[config.mk]
export PLATFORM = sky130hd
export DESIGN_NAME = fir_decimator
export DESIGN_NICKNAME = d
export VERILOG_FILES = /design/src/rtl/fir_pkg.sv /design/src/rtl/fir_dec_fifo.sv /design/src/rtl/fir_decimator.sv
export SDC_FILE = /design/constraint.sdc
export NUM_CORES = 1
export LEC_CHECK = 0
export CAP_MARGIN = 20
export CELL_PAD_IN_SITES_DETAIL_PLACEMENT = 1
export CELL_PAD_IN_SITES_GLOBAL_PLACEMENT = 2
export CORE_ASPECT_RATIO = 1.75
export CORE_MARGIN = 2
export CORE_UTILIZATION = 30
export CTS_CLUSTER_SIZE = 16
export DETAILED_ROUTE_END_ITERATION = 10
export HOLD_SLACK_MARGIN = 0.08
export PLACE_DENSITY = 0.74
export SLEW_MARGIN = 15
export SYNTH_ARGS = -nofsm -noshare
export SYNTH_HDL_FRONTEND = slang
export SYNTH_SLANG_ARGS = --single-unit
[constraint.sdc]
create_clock -name clk -period 4.31 [get_ports clk]
set_input_delay 0.431 -clock clk [delete_from_list [all_inputs] [get_ports clk]]
set_output_delay 0.431 -clock clk [all_outputs]
set_load 0.02 [all_outputs]
[src/rtl/fir_pkg.sv]
`default_nettype none
// ============================================================================
// Module      : fir_pkg
// Description : Shared widths, sample type and saturation helper for the
//               FIR filter chain and its decimating back end.
// Revision    : 1.0 - initial release
// ============================================================================
package fir_pkg;

    localparam int FIR_SAMPLE_W = 16;
    localparam int DEC_OUT_W    = 8;

    typedef logic signed [FIR_SAMPLE_W-1:0] fir_sample_t;

    // Clamp a signed value into the two's-complement range of 'width' bits.
    // The caller detects clipping by comparing the result to the input.
    function automatic logic signed [31:0] sat_to_w(
        input logic signed [31:0] value,
        input int                 width
    );
        logic signed [31:0] w_max;
        logic signed [31:0] w_min;
        w_max = (32'sd1 <<< (width - 1)) - 32'sd1;
        w_min = -(32'sd1 <<< (width - 1));
        if (value > w_max) begin
            return w_max;
        end else if (value < w_min) begin
            return w_min;
        end
        return value;
    endfunction

endpackage
`default_nettype wire

[src/rtl/fir_dec_fifo.sv]
`default_nettype none
// ============================================================================
// Module      : fir_dec_fifo
// Description : Synchronous FIFO with valid/ready pop. A push into a full
//               FIFO is accepted when a pop happens in the same cycle.
//               When empty, out_data holds the last popped value.
// Ports       : clk, rst          - clock, synchronous active-high reset
//               push, push_data   - write request and data
//               push_ok           - push would be accepted this cycle
//               out_valid         - head entry present
//               out_ready         - consumer takes head
//               out_data          - head entry / last popped value
// Revision    : 1.0 - initial release
// ============================================================================
module fir_dec_fifo #(
    parameter int WIDTH = 8,
    parameter int DEPTH = 4
) (
    input  logic             clk,
    input  logic             rst,
    input  logic             push,
    input  logic [WIDTH-1:0] push_data,
    output logic             push_ok,
    output logic             out_valid,
    input  logic             out_ready,
    output logic [WIDTH-1:0] out_data
);

    localparam int AW = $clog2(DEPTH);
    localparam int CW = AW + 1;

    logic [WIDTH-1:0] r_mem [DEPTH];
    logic [AW-1:0]    r_wr_ptr;
    logic [AW-1:0]    r_rd_ptr;
    logic [CW-1:0]    r_count;
    logic [WIDTH-1:0] r_last;

    logic w_full;
    logic w_pop;
    logic w_wr;

    assign out_valid = (r_count != '0);
    assign w_full    = (r_count == CW'(DEPTH));
    assign w_pop     = out_valid && out_ready;
    assign push_ok   = !w_full || w_pop;
    assign w_wr      = push && push_ok;
    assign out_data  = out_valid ? r_mem[r_rd_ptr] : r_last;

    // Storage carries no reset; emptiness is tracked by r_count alone.
    // On full+pop the write lands in the slot being vacated this edge.
    always_ff @(posedge clk) begin
        if (w_wr) begin
            r_mem[r_wr_ptr] <= push_data;
        end
    end

    always_ff @(posedge clk) begin
        if (rst) begin
            r_wr_ptr <= '0;
            r_rd_ptr <= '0;
            r_count  <= '0;
            r_last   <= '0;
        end else begin
            if (w_wr) begin
                r_wr_ptr <= r_wr_ptr + AW'(1);
            end
            if (w_pop) begin
                r_rd_ptr <= r_rd_ptr + AW'(1);
                r_last   <= r_mem[r_rd_ptr];
            end
            case ({w_wr, w_pop})
                2'b10:   r_count <= r_count + CW'(1);
                2'b01:   r_count <= r_count - CW'(1);
                default: r_count <= r_count;
            endcase
        end
    end

endmodule
`default_nettype wire

[src/rtl/fir_decimator.sv]
`default_nettype none
// ============================================================================
// Module      : fir_decimator
// Description : Integrate-and-dump decimator behind the 3-tap FIR. Sums
//               blocks of 2^DEC_LOG2 samples, shifts right by
//               DEC_LOG2+SCALE_SH, saturates to OUT_W bits and queues the
//               result in a FIFO with a valid/ready output. Input is never
//               stalled; results arriving at a full FIFO are dropped and
//               counted.
// Options     : FIR_DEC_ROUND_EN - round half-up before the shift instead of
//               truncating (floor).
// Ports       : clk, rst          - clock, synchronous active-high reset
//               in_valid, in_data - signed FIR output sample stream
//               out_valid, out_ready, out_data - decimated output handshake
//               sat_flag          - sticky: a result was clipped
//               drop_cnt          - dropped results, saturating at 255
// Revision    : 1.0 - initial release
// ============================================================================
module fir_decimator
    import fir_pkg::*;
#(
    parameter int IN_W       = FIR_SAMPLE_W,
    parameter int OUT_W      = DEC_OUT_W,
    parameter int DEC_LOG2   = 2,
    parameter int SCALE_SH   = 0,
    parameter int FIFO_DEPTH = 4
) (
    input  logic             clk,
    input  logic             rst,
    input  logic             in_valid,
    input  logic [IN_W-1:0]  in_data,
    output logic             out_valid,
    input  logic             out_ready,
    output logic [OUT_W-1:0] out_data,
    output logic             sat_flag,
    output logic [7:0]       drop_cnt
);

    // One guard bit above the full block sum keeps the rounding add from wrapping.
    localparam int ACC_W = IN_W + DEC_LOG2 + 1;
    localparam int SHIFT = DEC_LOG2 + SCALE_SH;
    localparam int PH_W  = (DEC_LOG2 > 0) ? DEC_LOG2 : 1;

    logic signed [ACC_W-1:0] r_acc;
    logic [PH_W-1:0]         r_phase;
    logic                    r_sat;
    logic [7:0]              r_drop;

    logic                    w_last;
    logic                    w_dump;
    logic signed [ACC_W-1:0] w_in_ext;
    logic signed [ACC_W-1:0] w_sum;
    logic signed [ACC_W-1:0] w_pre;
    logic signed [ACC_W-1:0] w_shr;
    logic signed [31:0]      w_wide;
    logic signed [31:0]      w_clip;
    logic                    w_clipped;
    logic [OUT_W-1:0]        w_result;
    logic                    w_push_ok;

    generate
        if (DEC_LOG2 == 0) begin : g_no_phase
            assign w_last = 1'b1;
        end else begin : g_phase
            assign w_last = (r_phase == PH_W'((1 << DEC_LOG2) - 1));
        end
    endgenerate

    assign w_dump   = in_valid && w_last;
    assign w_in_ext = ACC_W'($signed(in_data));
    assign w_sum    = r_acc + w_in_ext;

    generate
`ifdef FIR_DEC_ROUND_EN
        if (SHIFT > 0) begin : g_round
            localparam logic signed [ACC_W-1:0] HALF_LSB = ACC_W'(1) <<< (SHIFT - 1);
            assign w_pre = w_sum + HALF_LSB;
        end else begin : g_no_round
            assign w_pre = w_sum;
        end
`else
        if (1) begin : g_trunc
            assign w_pre = w_sum;
        end
`endif
    endgenerate

    // Arithmetic shift of a signed operand floors toward minus infinity.
    assign w_shr     = w_pre >>> SHIFT;
    assign w_wide    = 32'(w_shr);
    assign w_clip    = sat_to_w(w_wide, OUT_W);
    assign w_clipped = (w_clip != w_wide);
    assign w_result  = w_clip[OUT_W-1:0];

    always_ff @(posedge clk) begin
        if (rst) begin
            r_acc   <= '0;
            r_phase <= '0;
            r_sat   <= 1'b0;
            r_drop  <= '0;
        end else if (in_valid) begin
            if (w_last) begin
                // Block boundary is kept even when the result is dropped.
                r_acc   <= '0;
                r_phase <= '0;
                if (w_clipped) begin
                    r_sat <= 1'b1;
                end
                if (!w_push_ok && (r_drop != 8'hFF)) begin
                    r_drop <= r_drop + 8'd1;
                end
            end else begin
                r_acc   <= w_sum;
                r_phase <= r_phase + PH_W'(1);
            end
        end
    end

    assign sat_flag = r_sat;
    assign drop_cnt = r_drop;

    fir_dec_fifo #(
        .WIDTH (OUT_W),
        .DEPTH (FIFO_DEPTH)
    ) u_fifo (
        .clk       (clk),
        .rst       (rst),
        .push      (w_dump),
        .push_data (w_result),
        .push_ok   (w_push_ok),
        .out_valid (out_valid),
        .out_ready (out_ready),
        .out_data  (out_data)
    );

endmodule
`default_nettype wire

# == Word-level counts from Yosys, hierarchy flattened ==
# Memories as Yosys holds them, arrays and structs flattened. A register that Yosys moved wholly into a read port is not among the register bits.
# Index checks and enable logic that the tools add are counted.
# totals
mem_bits_rw,32
in_bits,20
register_bits,45
output_inout_bits,18
n_memories,1
latch_bits,0
mem_bits_ro,0
wordCells,48
# classes
muxes,13
n_eq_ne,6
bitwise_logic,0
shifts,0
n_reduce_logical,11
mul,0
addsub,7
div,0
order_cmp,2
# mem_list
name,words,width,rd,rd_ports_with_merged_regs,wr,line_no,source
u_fifo.r_mem,4,8,1,1,1,fir_dec_fifo.sv:32,logic [WIDTH-1:0] r_mem [DEPTH];
# op_table
operator,n
32-bit 2-to-1 mux,3
32-bit by 17-bit inequality test with 1-bit output,1
19-bit by 16-bit adder with 19-bit output,1
19-bit 2-to-1 mux,1
17-bit by 8-bit > comparator with 1-bit output (second input constant),1
17-bit by 8-bit < comparator with 1-bit output (second input constant),1
8-bit by 1-bit adder with 8-bit output (second input constant),1
8-bit 2-to-1 mux,1
8-bit inequality test (second input constant),1
2-bit by 1-bit adder with 2-bit output (second input constant),3
2-bit 2-to-1 mux,3
3-bit case mux with 2 select lines,1
3-bit AND reduction,2
2-bit equality test (second input constant),2
1-bit logical AND,4
1-bit 2-to-1 mux,4
3-bit by 1-bit adder with 3-bit output (second input constant),1
3-bit equality test (second input constant),1
3-bit nonzero test,1
3-bit by 1-bit subtractor with 3-bit output (second input constant),1
2-bit by 1-bit equality test with 1-bit output (second input constant),1
1-bit logical NOT,2
2-bit nonzero test,1
1-bit logical OR,1

# == Longest topological paths before layout ==
# depth
word_depth,7
ltp_mapped,12
mapped_depth_nobuf,11

# == Hierarchy ==
# Synthesis repeated with hierarchy kept, for this count alone.
# unflattened
hier_cells,422
hier_area_um2,4301.6
# by_module_without_submodules
mod,cells_per_inst,instances,area_per_inst_um2
fir_decimator,278,1,2250.9
fir_dec_fifo,144,1,2050.7

# == Worst setup path after synthesis ==
# Ideal clock, no wire load.
# synth_path
kind,in2reg
start,input port in_data[0]
end,"memory u_fifo.r_mem[0][0], data pin"
required_ns,4.018
cell_stages,11
n_path_buf,0
setup_time_ns,0.292
slack_ns,1.283
t_arrival_ns,2.735
cell_sequence,ha_1 -> inv_1 -> fa_1 -> nand2b_1 -> a21oi_2 -> o211ai_1 -> and4b_1 -> a2111oi_4 -> nand4_4 -> o311ai_1 -> a32oi_1
# synth_via
elab_chain_len,5
elab_cells_between_ends,7
cone_classes,1 x add/sub; 2 x order compare; 4 x mux
# synth_rtl
element,line_no,source
"start, declared",fir_decimator.sv:31,"input logic [IN_W-1:0] in_data,"
19-bit by 16-bit adder with 19-bit output (*),fir_decimator.sv:71,assign w_sum = r_acc + w_in_ext;
17-bit by 8-bit < comparator with 1-bit output,fir_pkg.sv:27,end else if (value < w_min) begin
1-bit 2-to-1 mux,fir_pkg.sv:27,
1-bit 2-to-1 mux,fir_pkg.sv:25,if (value > w_max) begin
32-bit 2-to-1 mux (*),fir_pkg.sv:30,return value;
named net u_fifo.push_data[0],fir_dec_fifo.sv:22,"input logic [WIDTH-1:0] push_data,"
"end, declared",fir_dec_fifo.sv:32,
# Mark *: on every way through the listed nets, which the timed path passes. The rest lies on a longest branch.

# == Worst setup path after layout ==
# Ends and elaborated chain as after synthesis.

==> results_dict.tcl <==
set metrics [dict create \
    syn_avg_cell_area_um2 10.33 \
    layout_min_cycle_time_ns 3.584 \
    synth_area_mm2 0.004319 \
    track_usage_pct 14.65 \
    synth_warnings 0 \
    ios 38 \
    relSlewSlack_pct 38.54 \
    max_stage_delay_ns 0.46 \
    tritoncts "yes" \
    peakVddDrop_mv 0.2093 \
    vias 3265 \
    ctsResizeCount 0 \
    finalSetupTns_ns 0 \
    core_area_mm2 0.01422 \
    h-tree-depth 3 \
    async_reset_ff_share_pct 0 \
    final_antenna_net_count 0 \
    yosysSeqAreaShare_pct 44.03 \
    drc_errors 0 \
    place_congestion 0.7636 \
    wl_per_cell_um 16.72 \
    rsz0062_at_grt "false" \
    syn_to_final_growth_pct 19.06 \
    hpwl_um 8143 \
    cts_buffers 9 \
    grt_max_degree 48 \
    finClkSkew_ns 0.01430 \
    num_antenna_cells 0 \
    reg2reg_from "r_acc[0]$_SDFFE_PP0P_" \
    synthFlopType "dfxtp_1" \
    num-fill-cells 1648 \
    rows 58 \
    power_density_mw_per_mm2 413.6 \
    ys_ff_latch 79 \
    critPathKind "in -> reg" \
    finalSetupViolCount 0 \
    initial_core_util_pct 30.37 \
    fmax_mhz 279.0 \
    grt_pass1_vias 3507 \
    tightest_slew_ns 0.9220 \
    die_x_um 94.70 \
    timing.max_cap.violations 0 \
    slew_violations 0 \
    cp_max_fo 8 \
    insertion_delay_ns 0.34 \
    synth_edf_count 32 \
    clk_pin_slew_ns 0.06 \
    drtIter0Drc 101 \
    crit_required_ns 4.35 \
    wl_um 10620 \
    fin_crit_sh_pct 83.16 \
    startpoint "in_data[0]" \
    synth_cell_types 55 \
    cts_setup_buffers 0 \
    path_cells "clkdlybuf4s50_1 > ha_1 > inv_1 > fa_1 > nand2b_1 > a21oi_2 > o211ai_1 > and4b_1 > a2111oi_4 > nand4_4 > o311ai_1 > a32oi_1" \
    portBuffers 37 \
    finalNetCount 497 \
    first_pass_iters 4 \
    dieHeight_um 162.7 \
    timing.critical_path.slowest_stage_cell "clkdlybuf4s50_1" \
    antenna_found_initial 0 \
    holdWs_ns 0.4584 \
    hold_class "reg -> reg" \
    status "finished clean" \
    leakage_uw 0.001904 \
    root_buffer "clkbuf_16" \
    endpoint_kind "flip-flop" \
    grt_pass1_wl_um 17390 \
    overflow 0 \
    clockBufferDepth 2 \
    synth_cells 418 \
    hp-start "u_fifo.r_last[0]$_SDFFE_PP0P_" \
    arrival_ns 3.62 \
    syn-num-nets 465 \
    drive_gt1_share_pct 10.55 \
    die_area_mm2 0.01541 \
    hold_buffers 0 \
    cts_sinks 79 \
    vias_per_cell 5.142 \
    cp-start-kind "primary input" \
    hold_viol_final 0 \
]
-- cell usage in the layout, fill, tap and decap left out, types with 6 or more instances in the layout --
master           count
clkdlybuf4s50_1     36
nand2b_1             6
ha_1                25
nand2_1             34
edfxtp_1            32
a21o_1              11
clkbuf_16            9
o211ai_1             7
o2bb2ai_1            6
mux4_2               8
nor2_1              47
or3_1                6
a21oi_1             30
o21ai_0              9
inv_1               15
a22oi_1             11
mux2_2               8
xor2_1              13
xnor2_1             13
dfxtp_1             47
nor3_1               9
nor4_1               7
-- critical path, delay by kind of cell --
kind / cells / cell delay (ns)
compound gates: 5 / 1.38
simple gates: 3 / 0.67
fa+ha+maj: 2 / 0.60
buf+inv: 2 / 0.53
-- power breakdown --
group	leakage (uW)	internal (uW)	switching (uW)
combinational	0.00108	185	299
sequential	0.000670	827	17.8
clock	0.000150	462	336
-- registers in the layout, summed over array words and instances, names as in the netlist, named ones only --
signal,cells
u_fifo.r_count,3
u_fifo.r_rd_ptr,2
u_fifo.r_wr_ptr,2
r_acc,19
r_phase,2
u_fifo.r_last,8
u_fifo.r_mem,32
sat_flag,1
drop_cnt,8
-- cell usage after synthesis (2+ instances only) --
master	n	area (um2)
a211oi_2	2	25.02
a21o_1	11	82.58
a21oi_1	30	150.1
a21oi_2	2	17.52
a221o_1	2	20.02
a22oi_1	11	82.58
a32oi_1	3	26.28
and2_1	5	31.28
and3_2	2	15.01
buf_6	3	33.78
clkbuf_1	13	48.80
dfxtp_1	47	940.9
edfxtp_1	32	960.9
fa_1	2	40.04
ha_1	25	312.8
inv_1	15	56.30
mux2_2	8	90.09
mux2i_1	5	50.05
mux4_2	8	180.2
nand2_1	34	127.6
nand2b_1	6	37.54
nand3_1	5	25.02
nand4_1	3	18.77
nor2_1	47	176.4
nor2b_1	3	18.77
nor3_1	9	45.04
nor3b_1	2	15.01
nor4_1	7	43.79
o211ai_1	7	52.55
o21ai_0	9	45.04
o21bai_1	2	15.01
o2bb2ai_1	6	52.55
or3_1	6	37.54
xnor2_1	13	113.9
xor2_1	13	113.9
-- layer usage --
| layer | up-vias | GRT usage [%] | share of wire [%] |
|---|---|---|---|
| met5 | - | 0 | 0 |
| met4 | 0 | 5.863 | 2.5 |
| met3 | 16 | 2.499 | 1.7 |
| met2 | 36 | 28.63 | 59 |
| met1 | 1613 | 14.80 | 37 |
| li1 | 1600 | - | - |
-- area by class of cell --
class | instances | area, um2 | area share [%]
tap | 180 | 225.2 | 4.380
clock inverter | 7 | 86.33 | 1.679
multi-input combinational | 306 | 2267 | 44.09
clock buffer | 9 | 225.2 | 4.380
timing repair buffer | 39 | 380.4 | 7.397
sequential | 79 | 1902 | 36.98
inverter | 15 | 56.30 | 1.095
-- stage by stage --
step	worst slack, ns	total power, uW	cells	utilization, %	area, um2
after floorplan	1.283	1219	418	-	4319
after global placement	0.4732	1336	619	33.96	4831
after detailed placement	0.3639	1348	619	33.96	4831
after CTS	0.7122	2153	635	36.15	5142
after global routing	0.3873	2235	635	36.15	5142
final	0.7258	2127	635	36.15	5142
-- cells by family (layout without fill, tap and decap cells) --
| family | count (synthesis) | count (layout) | share of synthesized area [%] |
|---|---|---|---|
| compound gates | 97 | 97 | 16.51 |
| xor+xnor | 26 | 26 | 5.272 |
| fa+ha+maj | 27 | 27 | 8.169 |
| buf+inv | 33 | 70 | 3.476 |
| flops | 79 | 79 | 44.03 |
| mux | 21 | 21 | 7.416 |
| simple gates | 135 | 135 | 15.12 |
-- worst paths after layout --
check | end | slack [ns] | depth (start not counted)
worst max-delay path | u_fifo.r_mem[0][0]$_DFFE_PP_ | 0.73 | 12
worst min register to register | u_fifo.r_last[0]$_SDFFE_PP0P_ | 0.46 | 2
worst min-delay path | u_fifo.r_last[0]$_SDFFE_PP0P_ | 0.46 | 2
worst max register to register | u_fifo.r_mem[0][0]$_DFFE_PP_ | 0.94 | 11
No activity file was read; power rests on OpenSTA's default activity.
